`src/rtl/oam_dma.sv`:
```
// oam_dma: sprite DMA that halts the CPU and copies one 256-byte RAM page into OAM.
//   Trigger: CPU write to $4014 while idle latches the page; the CPU is held for
//   513 or 514 CPU cycles depending on the parity of the trigger cycle.
//   Inputs : clk, reset_n (async, active-low), ce (CPU-cycle enable), cpu_addr,
//            cpu_dout, cpu_wr, oam_base (only with OAM_DMA_OAMADDR_EN), ram_dout
//   Outputs: cpu_halt, ram_addr, ram_rd, oam_addr, oam_din, oam_wren, done
//   Build option: define OAM_DMA_OAMADDR_EN to offset OAM writes by oam_base.
module oam_dma (
  input  logic        clk,
  input  logic        reset_n,
  input  logic        ce,
  input  logic [15:0] cpu_addr,
  input  logic [7:0]  cpu_dout,
  input  logic        cpu_wr,
  input  logic [7:0]  oam_base,
  input  logic [7:0]  ram_dout,
  output logic        cpu_halt,
  output logic [15:0] ram_addr,
  output logic        ram_rd,
  output logic [7:0]  oam_addr,
  output logic [7:0]  oam_din,
  output logic        oam_wren,
  output logic        done
);
  typedef enum logic [2:0] {IDLE, HALT, ALIGN, READ, WRITE} state_t;
  state_t state_q, state_d;
  logic parity_q, align_q, align_d, done_q, done_d;
  logic [7:0] page_q, page_d, idx_q, idx_d, base_q, base_d;
  always_ff @(posedge clk or negedge reset_n) begin
    if (!reset_n) begin
      state_q  <= IDLE;
      parity_q <= 1'b0;
      align_q  <= 1'b0;
      page_q   <= '0;
      idx_q    <= '0;
      base_q   <= '0;
      done_q   <= 1'b0;
    end else begin
      done_q <= done_d;
      if (ce) begin
        parity_q <= ~parity_q;
        state_q  <= state_d;
        align_q  <= align_d;
        page_q   <= page_d;
        idx_q    <= idx_d;
        base_q   <= base_d;
      end
    end
  end
  // Registers only load on ce edges, so next-state logic need not gate on ce.
  always_comb begin
    state_d = state_q;
    align_d = align_q;
    page_d  = page_q;
    idx_d   = idx_q;
    base_d  = base_q;
    case (state_q)
      IDLE: if (cpu_wr && cpu_addr == 16'h4014) begin
        page_d  = cpu_dout;
        align_d = parity_q;
        idx_d   = '0;
        base_d  = oam_base;
        state_d = HALT;
      end
      HALT:    state_d = align_q ? ALIGN : READ;
      ALIGN:   state_d = READ;
      READ:    state_d = WRITE;
      WRITE: begin
        idx_d   = idx_q + 8'd1;
        state_d = (idx_q == 8'hFF) ? IDLE : READ;
      end
      default: state_d = IDLE;
    endcase
  end
  assign done_d   = ce && state_q == WRITE && idx_q == 8'hFF;
  assign done     = done_q;
  assign cpu_halt = state_q != IDLE;
  // WRITE keeps the read address so ram_dout stays valid through slow ce.
  assign ram_rd   = state_q == READ || state_q == WRITE;
  assign ram_addr = ram_rd ? {page_q, idx_q} : 16'h0000;
  assign oam_din  = ram_dout;
  assign oam_wren = state_q == WRITE && ce;
`ifdef OAM_DMA_OAMADDR_EN
  assign oam_addr = base_q + idx_q;
`else
  logic unused_base;
  assign unused_base = ^base_q;
  assign oam_addr = idx_q;
`endif
endmodule

```
`config.mk`:
```
export PLATFORM = sky130hd
export DESIGN_NAME = oam_dma
export DESIGN_NICKNAME = d
export VERILOG_FILES = /design/src/rtl/oam_dma.sv
export SDC_FILE = /design/constraint.sdc
export NUM_CORES = 1
export LEC_CHECK = 0
export ABC_AREA = 1
export CAP_MARGIN = 20
export CORE_MARGIN = 2
export CORE_UTILIZATION = 40
export CTS_CLUSTER_DIAMETER = 50
export DETAILED_ROUTE_END_ITERATION = 10
export PLACE_DENSITY_LB_ADDON = 0.05
export SETUP_SLACK_MARGIN = 0.3
export SLEW_MARGIN = 40
export SYNTH_ARGS = -nofsm -noshare
export SYNTH_HDL_FRONTEND = slang
export SYNTH_SLANG_ARGS = --single-unit
```
`constraint.sdc`:
```
create_clock -name clk -period 4.2 [get_ports clk]
set_input_delay 0.63 -clock clk [delete_from_list [all_inputs] [get_ports clk]]
set_output_delay 0.63 -clock clk [all_outputs]
set_load 0.05 [all_outputs]
```
; ---- Word-level counts from Yosys, hierarchy flattened
; Index checks and enable logic that the tools add are counted.
[op_classes]
muxes = 7
n_bitwise = 1
n_addsub = 1
n_reduce_logical = 10
eq_ne = 7
[ops]
columns = cell, count
row1 = $eq 16x15->1 const B, 1
row2 = $mux 16, 1
row3 = $pmux 8 s2, 1
row4 = $pmux 3 s5, 1
row5 = $add 8x1->8 const B, 1
row6 = $eq 8x8->1 const B, 1
row7 = $mux 8, 1
row8 = $eq 3x2->1 const B, 2
row9 = $reduce_and 3->1, 2
row10 = $eq 3x1->1 const B, 1
row11 = $eq 3x3->1 const B, 1
row12 = $logic_and 1x1->1, 3
row13 = $logic_not 3->1, 1
row14 = $mux 3, 1
row15 = $reduce_bool 3->1, 1
row16 = $mux 2, 1
row17 = $ne 2x2->1 const B, 1
row18 = $reduce_and 2->1, 1
row19 = $reduce_bool 2->1, 1
row20 = $logic_or 1x1->1, 1
row21 = $mux 1, 1
row22 = $not 1->1, 1
[totals]
output_inout_bits = 36
inputBits = 44
ff_bits = 22
wordCells = 32

; ---- Longest topological paths before layout
; Gate-level depths: netlist (run 1).
[logic_depth]
depth_word = 4
ltp_mapped = 9
mapped_depth_nobuf = 9

; ---- Worst setup path after synthesis (run 1)
; OpenSTA, ideal clock, no wires.
[synth_path]
path_kind = register to output
startpoint = reg state_q[0]
endpoint = out ram_addr[10]
arrival_time_ps = 1740
path_stages_with_launch = 7
setup_slack_ps = 1830
path_buffers = 1
cell_sequence = dfrtp_1 > nor2_4 > nand2_2 > inv_2 > a21oi_2 > buf_4 > nor2_1
[synth_via]
elab_chain_len = 3
elab_cells_between_ends = 4
classes_between = 2 x eq/ne / 1 x mux / 1 x reduce/logical
[synth_rtl]
columns = item, line_no
row1 = "start, declared", 26  ; state_t state_q, state_d;
row2 = "start signal, assigned", 42  ; state_q <= state_d;
row3 = $eq 3x2->1 or $eq 3x3->1 (tied branches), 79  ; assign ram_rd = state_q == READ || state_q == WRITE;
row4 = $logic_or 1x1->1 (*), 79
row5 = $mux 16 (*), 80  ; assign ram_addr = ram_rd ? {page_q, idx_q} : 16'h0000;
row6 = "end, declared", 18  ; output logic [15:0] ram_addr,
; Mark *: on every way between the ends. The rest lies on a longest branch, timed or not.

; ---- Final worst setup path (run 1)
[layout_path]
startpoint = reg state_q[0]
endpoint = out ram_addr[11]
; The elaborated chain is that of the path after synthesis.

==> metrics.txt, run 1 <==
wire per inst=10.8 um; DRT iter0 DRCs=45; clk sink count=22; final setup fails=0; Post-CTS Setup Inserts=0; largest family of logic cells by synthesized area=simple AND/OR/NAND/NOR gates; area added between synthesis and finish=41.7%; Via density=4.50; core area=approximately 3300 um2; DR vias=1261; unrepaired setup endpoints after global routing=false; Syn Area/Cell=7.26 um2; Syn Inst Count=187; num rows=21; Die Y=about 62 um; Mapped Nets=232; Crit Path Class=reg -> out; VDD IR-drop max=about 0.00036 V; Compound-Gate Fraction of Synth Area=0.0608; antenna viol nets, final=0; hold crit path type=in -> async; DP HPWL=2360 um; status=complete, no violations; Die Area=3880 um2; Initial DRT Pass Iterations=4; DR DRC count=0; Multi-input gate area=between 600 and 700 um2; Total Routing Usage GR=0.180; Final period util=0.727; layout cells sized above 1=0.0855; Ports=80; # fillers=around 330; CTS Buf Count=3; fin crit period=3.05 ns; synthesized flop and latch total=22; Fin. Hold Viols=0; Setup TNS=0 ns; RR Startpoint=state_q[0]$_DFFE_PN0P_; initial antenna violation count=0; Critical R2R Capture=oam_addr[1]$_DFFE_PN0P_; final wirelength=3030 um; synth unique cells=24; GPL Wtd Cong=0.798; CP Data Arrival Time=2.42 ns; reg2reg setup slack=~2.6 ns; Simple-Gate Fraction of Synth Area=0.380; mux cell area share after synthesis=0; clock root cell=clkbuf_4; Port Buffers=55; Die Span X=62.3 um; Final Skew=0.00882 ns; CP endpoint=ram_addr[11]; Synthesis Warnings=0; pin count of the biggest net entering global routing=23; sequential cell area=between 500 and 600 um2; hold buffers post-CTS=0; nets=280; relative slew slack=0.661; worst slew pin tran=0.508 ns; Overall Power=approximately 1000 uW; Starting Density=0.413; Critical Path End Type=primary output; GRT Residual Overflow=0; XOR/XNOR Fraction of Synth Area=0.00645; n_diodes=0; clock buffer depth=2; reg2reg path depth=7; clock slew seen by the registers of the worst setup and hold paths=~0.13 ns; CTS H-Tree Depth=1; Post-Synth Adder-Cell Area=0.00922; post-CTS sizing=0; Synth Cell Area=~1400 um2; P per Cell Area=526 nW/um2; crit-path max FO=17; max cap viols=0; Req. time, crit path=3.57 ns; Fin Hold WS=0.260 ns; register area share after synthesis=0.406; CTS tree=built; Slew Viols, Final=0; startpoint types=flip-flop; Clock Latency Late Sink=0.31 ns; Max Clock Freq=328 MHz; crit path from=state_q[0]$_DFFE_PN0P_; vias in the first global route=around 1300; first-pass GRT wire length=5670 um; Leak Pwr=0.000885 uW
==> sequential cells by signal, summed over array words and instances (netlist names) <==
signal    count
oam_addr      8
state_q       3
align_q       1
parity_q      1
page_q        8
done          1
==> routing by layer <==
metal | vias up | GRT usage | wire length (um)
li1 | 660 | - | -
met5 | - | 0 | 0
met2 | 35 | 0.327 | 1590
met3 | 4 | 0.0453 | 168
met1 | 562 | 0.202 | 1250
met4 | 0 | 0.0667 | 18
==> logic make-up after synthesis <==
group | Yosys count
AO/OA/AOI/OAI | 15
XOR/XNOR | 1
adder cells (fa/ha/maj) | 1
buffers and inverters | 36
flip-flops | 22
AND/OR/NAND/NOR | 112
==> final cells by class <==
cell class | count | area share
clock buffer | 3 | 0.0117
clock inverter | 1 | 0.0156
inverter | 24 | 0.0468
multi-input combinational | 129 | 0.326
sequential | 22 | 0.286
tap | 46 | 0.0299
timing repair buffer | 55 | 0.284
==> per-stage QoR <==
stage	area, um2	util	setup WS, ns	std cells
finish	1920	0.586	1.15	280
global route	1920	0.586	0.975	280
CTS	1920	0.583	0.970	280
detailed placement	1860	0.567	1.32	276
global placement	1870	0.569	1.35	276
floorplan	1360	-	1.83	187
==> Yosys cell counts <==
library cell / number / area, um2
nand4_1: 1 / 6.26
nand3_1: 14 / 70.1
inv_1: 22 / 82.6
nand2_1: 50 / 188
or2_4: 1 / 8.76
nand3_4: 1 / 17.5
buf_6: 1 / 11.3
a21oi_1: 2 / 10.0
clkbuf_1: 1 / 3.75
inv_2: 2 / 7.51
nor2_4: 2 / 22.5
ha_1: 1 / 12.5
buf_4: 9 / 67.6
nor3b_1: 2 / 15.0
o21ai_0: 11 / 55.1
buf_8: 1 / 15.0
dfrtp_1: 22 / 551
nor2_8: 1 / 20.0
o21ai_2: 1 / 8.76
nand2_2: 6 / 37.5
a21oi_2: 1 / 8.76
nor2_1: 32 / 120
xor2_1: 1 / 8.76
nor3_1: 2 / 10.0
==> layout by cell type (no fill, tap or decap), types with 2 or more instances in the layout <==
master and count:
nor2_1 32, dfrtp_1 22, inv_1 22, nand2_2 6, inv_2 2, nand2_1 50
a21oi_1 2, nor3b_1 2, clkbuf_4 3, clkdlybuf4s50_1 54, o21ai_0 11, nor3_1 2
nand3_1 14, nor2_4 2
==> how the worst min path moves through the flow <==
stage / from / end / slack, ns / depth (start not counted)
after detailed placement: parity_q$_DFFE_PN0P_ / parity_q$_DFFE_PN0P_ / 0.48 / 1
after global placement: parity_q$_DFFE_PN0P_ / parity_q$_DFFE_PN0P_ / 0.48 / 1
after global routing: reset_n / oam_addr[4]$_DFFE_PN0P_ / 0.27 / 1
final: reset_n / oam_addr[0]$_DFFE_PN0P_ / 0.26 / 1
after floorplan: reset_n / align_q$_DFFE_PN0P_ / 0.33 / 0
after CTS: reset_n / oam_addr[0]$_DFFE_PN0P_ / 0.27 / 1
==> worst max-delay path, stage by stage (launching register included) <==
cell	delay, ns
dfrtp_1	0.47
nor2_4	0.27
nand2_2	0.16
inv_2	0.16
a21oi_4	0.11
nor2_1	0.13
clkdlybuf4s50_1	0.81
==> power by group <==
part           leakage (uW)  total [uW]  switching, uW  internal, uW
Sequential         0.000258         262           28.9           234
Clock             0.0000279         165           68.6          96.5
Combinational      0.000599         584            403           180
(Power assumes the default switching activity.)
==> run 2, diff against run 1 <==
Settings changed: CORE_UTILIZATION 40 to 38.
Clock period 4.2 ns to 2.9 ns, I/O delays scaled along.
==> metrics.txt, run 2 (synthesis gave the netlist of run 1 again) <==
clock buffer depth=2 (unchanged); DRT iter0 DRCs=37 (was 45); DP HPWL=2490 um (was 2360 um); Setup TNS=0 ns (unchanged); hold crit path type=in -> async (unchanged); vias in the first global route=1195 (was 1308); layout cells sized above 1=0.135 (was 0.0855); Port Buffers=55 (unchanged); Crit Path Class=in -> out (was reg -> out); Die Area=4070 um2 (was 3880 um2); Flop pwr share=0.260 (was 0.259); Ports=80 (unchanged); Fin. Hold Viols=0 (unchanged); Total Routing Usage GR=0.154 (was 0.180); hold buffers post-CTS=0 (unchanged); final wirelength=3140 um (was 3030 um); CTS tree=built (unchanged); Max stage delay on crit path=0.82 ns (was 0.81 ns); Int Pwr=729 uW (was 510 uW); fin crit period=2.46 ns; Starting Density=0.401 (was 0.413); clk sink count=22 (unchanged); most common cell after layout, fill and taps aside=nand2_1 (was clkdlybuf4s50_1); Slew Viols, Final=0 (unchanged); crit-path max FO=4 (was 17); Leak Pwr=0.000976 uW (was 0.000885 uW); clock slew seen by the registers of the worst setup and hold paths=0.13 ns (about the same); pin count of the biggest net entering global routing=23 (unchanged); relative slew slack=0.664 (was 0.661); antenna viol nets, final=0 (unchanged); switching power of the nets=725 uW (was 501 uW); wire per inst=11.1 um (was 10.8 um); clock root cell=clkbuf_4 (unchanged); Post-CTS Setup Inserts=0 (unchanged); num rows=21 (unchanged); DR DRC count=0 (unchanged); VDD IR-drop max=0.000452 V (was 0.000365 V); nets=283 (was 280); Die Y=63.8 um (was 62.3 um); final setup fails=0 (unchanged); Non-Filler Instances=283 (was 280); GRT Residual Overflow=0 (unchanged); n_diodes=0 (unchanged); Placed Cells=279 (was 276); first-pass GRT wire length=5030 um (was 5670 um); Via density=4.63 (was 4.50); Final Skew=0.00275 ns (was 0.00882 ns); Req. time, crit path=2.47 ns (was 3.57 ns); core area=3390 um2 (was 3280 um2); most frequent cells in the layout=50 x nand2_1, 38 x clkdlybuf4s50_1, 32 x nor2_1 (was 54 x clkdlybuf4s50_1, 50 x nand2_1, 32 x nor2_1); Die Span X=63.8 um (was 62.3 um); Critical Path End Type=primary output (unchanged); worst slew pin tran=0.503 ns (was 0.508 ns); critical-path cell list=clkdlybuf4s50_1 > inv_2 > nor2_1 > clkdlybuf4s50_1 (was nor2_4 > nand2_2 > inv_2 > a21oi_4 > nor2_1 > clkdlybuf4s50_1); Final period util=0.848; sequential cell area=551 um2 (unchanged); unrepaired setup endpoints after global routing=false (unchanged); GPL Wtd Cong=0.771 (was 0.798); slowest cell on the critical path=clkdlybuf4s50_1 (unchanged); switching share of total power=0.499 (was 0.495); max cap viols=0 (unchanged); CP Data Arrival Time=2.02 ns (was 2.42 ns); Clk network pwr share=0.161 (was 0.163); initial antenna violation count=0 (unchanged); # fillers=345 (was 329); status=complete, no violations (unchanged); Multi-input gate area=627 um2 (unchanged); CTS Buf Count=3 (unchanged); Max Clock Freq=around 400 MHz; most used cell along the critical path=clkdlybuf4s50_1; CTS H-Tree Depth=1 (unchanged); Initial DRT Pass Iterations=4 (unchanged); Comb power frac=0.579 (was 0.577); area added between synthesis and finish=41.8% (was 41.7%); DR vias=1309 (was 1261); startpoint types=input port (was flip-flop); P per Cell Area=756 nW/um2 (was 526 nW/um2); Clock Latency Late Sink=0.30 ns (was 0.31 ns)
run 2: area by class of cell:
| cell class | instances | share of cell area |
|---|---|---|
| clock buffer | 3 | 0.0117 |
| clock inverter | 1 | 0.0156 |
| inverter | 24 | 0.0468 |
| multi-input combinational | 129 | 0.326 |
| sequential | 22 | 0.286 |
| tap | 46 | 0.0299 |
| timing repair buffer | 58 | 0.284 |
run 2: power by group through the flow:
stage | clock, uW | sequential, uW | combinational, uW
2_1_floorplan | 0 | 393 | 603
3_3_place_gp | 0 | 382 | 833
3_5_place_dp | 0 | 384 | 847
4_1_cts | 245 | 378 | 840
5_1_grt | 260 | 385 | 889
6_report | 234 | 379 | 842
run 2: worst paths after layout:
kind | start | end | slack (ns) | cells after the start
min reg2reg | parity_q$_DFFE_PN0P_ | parity_q$_DFFE_PN0P_ | 0.50 | 1
max reg2reg | state_q[0]$_DFFE_PN0P_ | oam_addr[7]$_DFFE_PN0P_ | 1.30 | 8
max in group asynchronous | reset_n | page_q[4]$_DFFE_PN0P_ | 2.20 | 2
max | ce | oam_wren | 0.44 | 4
min in group clk | parity_q$_DFFE_PN0P_ | parity_q$_DFFE_PN0P_ | 0.50 | 1
min | reset_n | oam_addr[3]$_DFFE_PN0P_ | 0.47 | 2
run 2: metal layers:
metal / GRT usage / part of all wire
met1: 0.186 / 0.41
met2: 0.279 / 0.53
met4: 0.0489 / 0.0070
met3: 0.0246 / 0.055
met5: 0 / 0
run 2: what timing repair did:
item / CTS / global route
gates resized for setup: 5 / 3
endpoints found under the setup margin: 5 / 3
pin swaps: 0 / 0
run 2: critical path, delay by kind of cell:
kind | cells | cell delay [ns]
AND/OR/NAND/NOR | 1 | 0.15
buffers and inverters | 3 | 1.43
run 2: metrics by stage:
step                total power [uW]  hold WS, ns  instance area, um2   util  worst slack, ns
floorplan                        995        0.139                1360      -            0.725
global placement                1220        0.476                1870  0.550            0.450
detailed placement              1230        0.476                1870  0.550            0.430
CTS                             1460        0.466                1910  0.564            0.300
global route                    1530        0.475                1920  0.568            0.327
finish                          1450        0.468                1920  0.568            0.441
==> run 3, diff against run 2 <==
Settings changed: CORE_UTILIZATION 38 to 34.
Clock period 2.9 ns to 2.2 ns, I/O delays scaled along.
==> metrics.txt, run 3 (synthesis gave the netlist of run 1 again) <==
status=complete, no violations (unchanged); crit-path max FO=17 (was 4); unrepaired setup endpoints after global routing=true (was false); Die Y=67.2 um (was 63.8 um); final setup fails=0 (unchanged); clk sink count=22 (unchanged); Final period util=0.853; hold crit path type=in -> async (unchanged); area added between synthesis and finish=48.9% (was 41.8%); Fin. Hold Viols=0 (unchanged); Setup TNS=0 ns (unchanged); first-pass GRT wire length=5290 um (was 5030 um); Via density=4.63 (about the same); initial antenna violation count=0 (unchanged); final design utilization=0.540 (was 0.568); most common cell after layout, fill and taps aside=nand2_1 (unchanged); Initial DRT Pass Iterations=4 (unchanged); reg2reg setup slack=0.64 ns (was 1.30 ns); placed cell areas=1850 um2 (was 1870 um2); Starting Density=0.363 (was 0.401); Req. time, crit path=1.87 ns (was 2.47 ns); Non-Filler Instances=289 (was 283); wire per inst=11.1 um (about the same); layout cells sized above 1=0.203 (was 0.135); Critical Path End Type=primary output (unchanged); Leak Pwr=0.00101 uW (was 0.000976 uW); fin crit period=1.88 ns; Final Instance Area=2020 um2 (was 1920 um2); switching power of the nets=1010 uW (was 725 uW); CTS tree=built (unchanged); # fillers=376 (was 345); pin count of the biggest net entering global routing=23 (unchanged); VDD IR-drop max=0.000617 V (was 0.000452 V); GPL Wtd Cong=0.849 (was 0.771); Clk network pwr share=0.177 (was 0.161); DR DRC count=0 (unchanged); antenna viol nets, final=0 (unchanged); GRT Residual Overflow=0 (unchanged); Final Skew=0.00418 ns (was 0.00275 ns); most frequent cells in the layout=50 x nand2_1, 33 x clkdlybuf4s50_1, 29 x nor2_1 (was 50 x nand2_1, 38 x clkdlybuf4s50_1, 32 x nor2_1); final worst-path setup slack=0.323 ns (was 0.441 ns); P per Cell Area=1050 nW/um2 (was 756 nW/um2); Die Span X=67.2 um (was 63.8 um); DRT iter0 DRCs=67 (was 37); startpoint types=flip-flop (was input port); Comb power frac=0.590 (was 0.579); clock root cell=clkbuf_8 (was clkbuf_4); Ports=80 (unchanged); CTS Buf Count=3 (unchanged); relative slew slack=0.668 (was 0.664); DR vias=1339 (was 1309); Die Area=4510 um2 (was 4070 um2); clock buffer depth=2 (unchanged); max cap viols=0 (unchanged); Flop pwr share=0.232 (was 0.260); final wirelength=3210 um (was 3140 um); Port Buffers=55 (unchanged); Crit Path Class=reg -> out (was in -> out); Slew Viols, Final=0 (unchanged); num rows=22 (was 21); nets=287 (was 283); switching share of total power=0.476 (was 0.499); clock slew seen by the registers of the worst setup and hold paths=0.08 ns (was 0.13 ns); Max Clock Freq=about 530 MHz; worst slew pin tran=0.497 ns (was 0.503 ns); DP HPWL=2410 um (was 2490 um); Post-Place Worst Slack=0.159 ns (was 0.430 ns); CTS H-Tree Depth=1 (unchanged); Int Pwr=1120 uW (was 729 uW); core area=3740 um2 (was 3390 um2); CP Data Arrival Time=1.55 ns (was 2.02 ns); Placed Cells=280 (was 279); vias in the first global route=1183 (was 1195); Total Routing Usage GR=0.151 (was 0.154); n_diodes=0 (unchanged); Clock Latency Late Sink=0.26 ns (was 0.30 ns)
run 3: power by group through the flow:
| stage | combinational [uW] | clock [uW] | sequential, uW |
|---|---|---|---|
| floorplan | 794 | 0 | 518 |
| global placement | 1090 | 0 | 505 |
| detailed placement | 1090 | 0 | 507 |
| CTS | 1210 | 387 | 501 |
| global route | 1340 | 401 | 498 |
| finish | 1260 | 378 | 495 |
run 3: routing by layer:
metal,global-route usage,share of wire,vias up,wire length (um)
li1,-,-,673,-
met1,0.199,0.43,629,1380
met2,0.248,0.51,33,1640
met3,0.0267,0.050,4,162
met4,0.0561,0.0072,0,23
met5,0,0,-,0
run 3: final timing paths:
check                                       startpoint                      end  cells after the start
worst max-delay path            state_q[1]$_DFFE_PN0P_              ram_addr[4]                      7
worst min register to register    parity_q$_DFFE_PN0P_     parity_q$_DFFE_PN0P_                      1
worst min-delay path                           reset_n  oam_addr[3]$_DFFE_PN0P_                      2
worst max register to register  state_q[0]$_DFFE_PN0P_  oam_addr[6]$_DFFE_PN0P_                      8
min in group clk                  parity_q$_DFFE_PN0P_     parity_q$_DFFE_PN0P_                      1
max in group asynchronous                      reset_n   state_q[0]$_DFFE_PN0P_                      2
run 3: through the flow:
stage | hold WS (ns) | power, uW
after global placement | 0.476 | 1590
after detailed placement | 0.491 | 1600
final | 0.411 | 2130
after global routing | 0.439 | 2240
after CTS | 0.427 | 2100
after floorplan | 0.0344 | 1310
run 3: area by class of cell:
class	instances	area, um2	share of cell area
well taps	48	60.1	0.0297
inverters	24	95.1	0.0470
multi-input cells	129	639	0.316
clock inverters	1	30.0	0.0149
repair buffers	62	604	0.299
clock buffers	3	41.3	0.0204
flip-flops and latches	22	552	0.273
run 3: timing repair:
action	CTS	global route
pin swaps	1	1
resized for setup	11	12
setup endpoints to repair	21	19
buffers inserted	3	2
hold buffers	0	0
gates cloned	0	0
hold endpoints to repair	0	0
run 3: critical path, stage by stage (launching register included):
cell and delay (ns):
dfrtp_1 0.42, buf_4 0.16, nand2_1 0.06, inv_1 0.08
a21oi_4 0.17, buf_12 0.16, nor2_1 0.05, buf_4 0.18
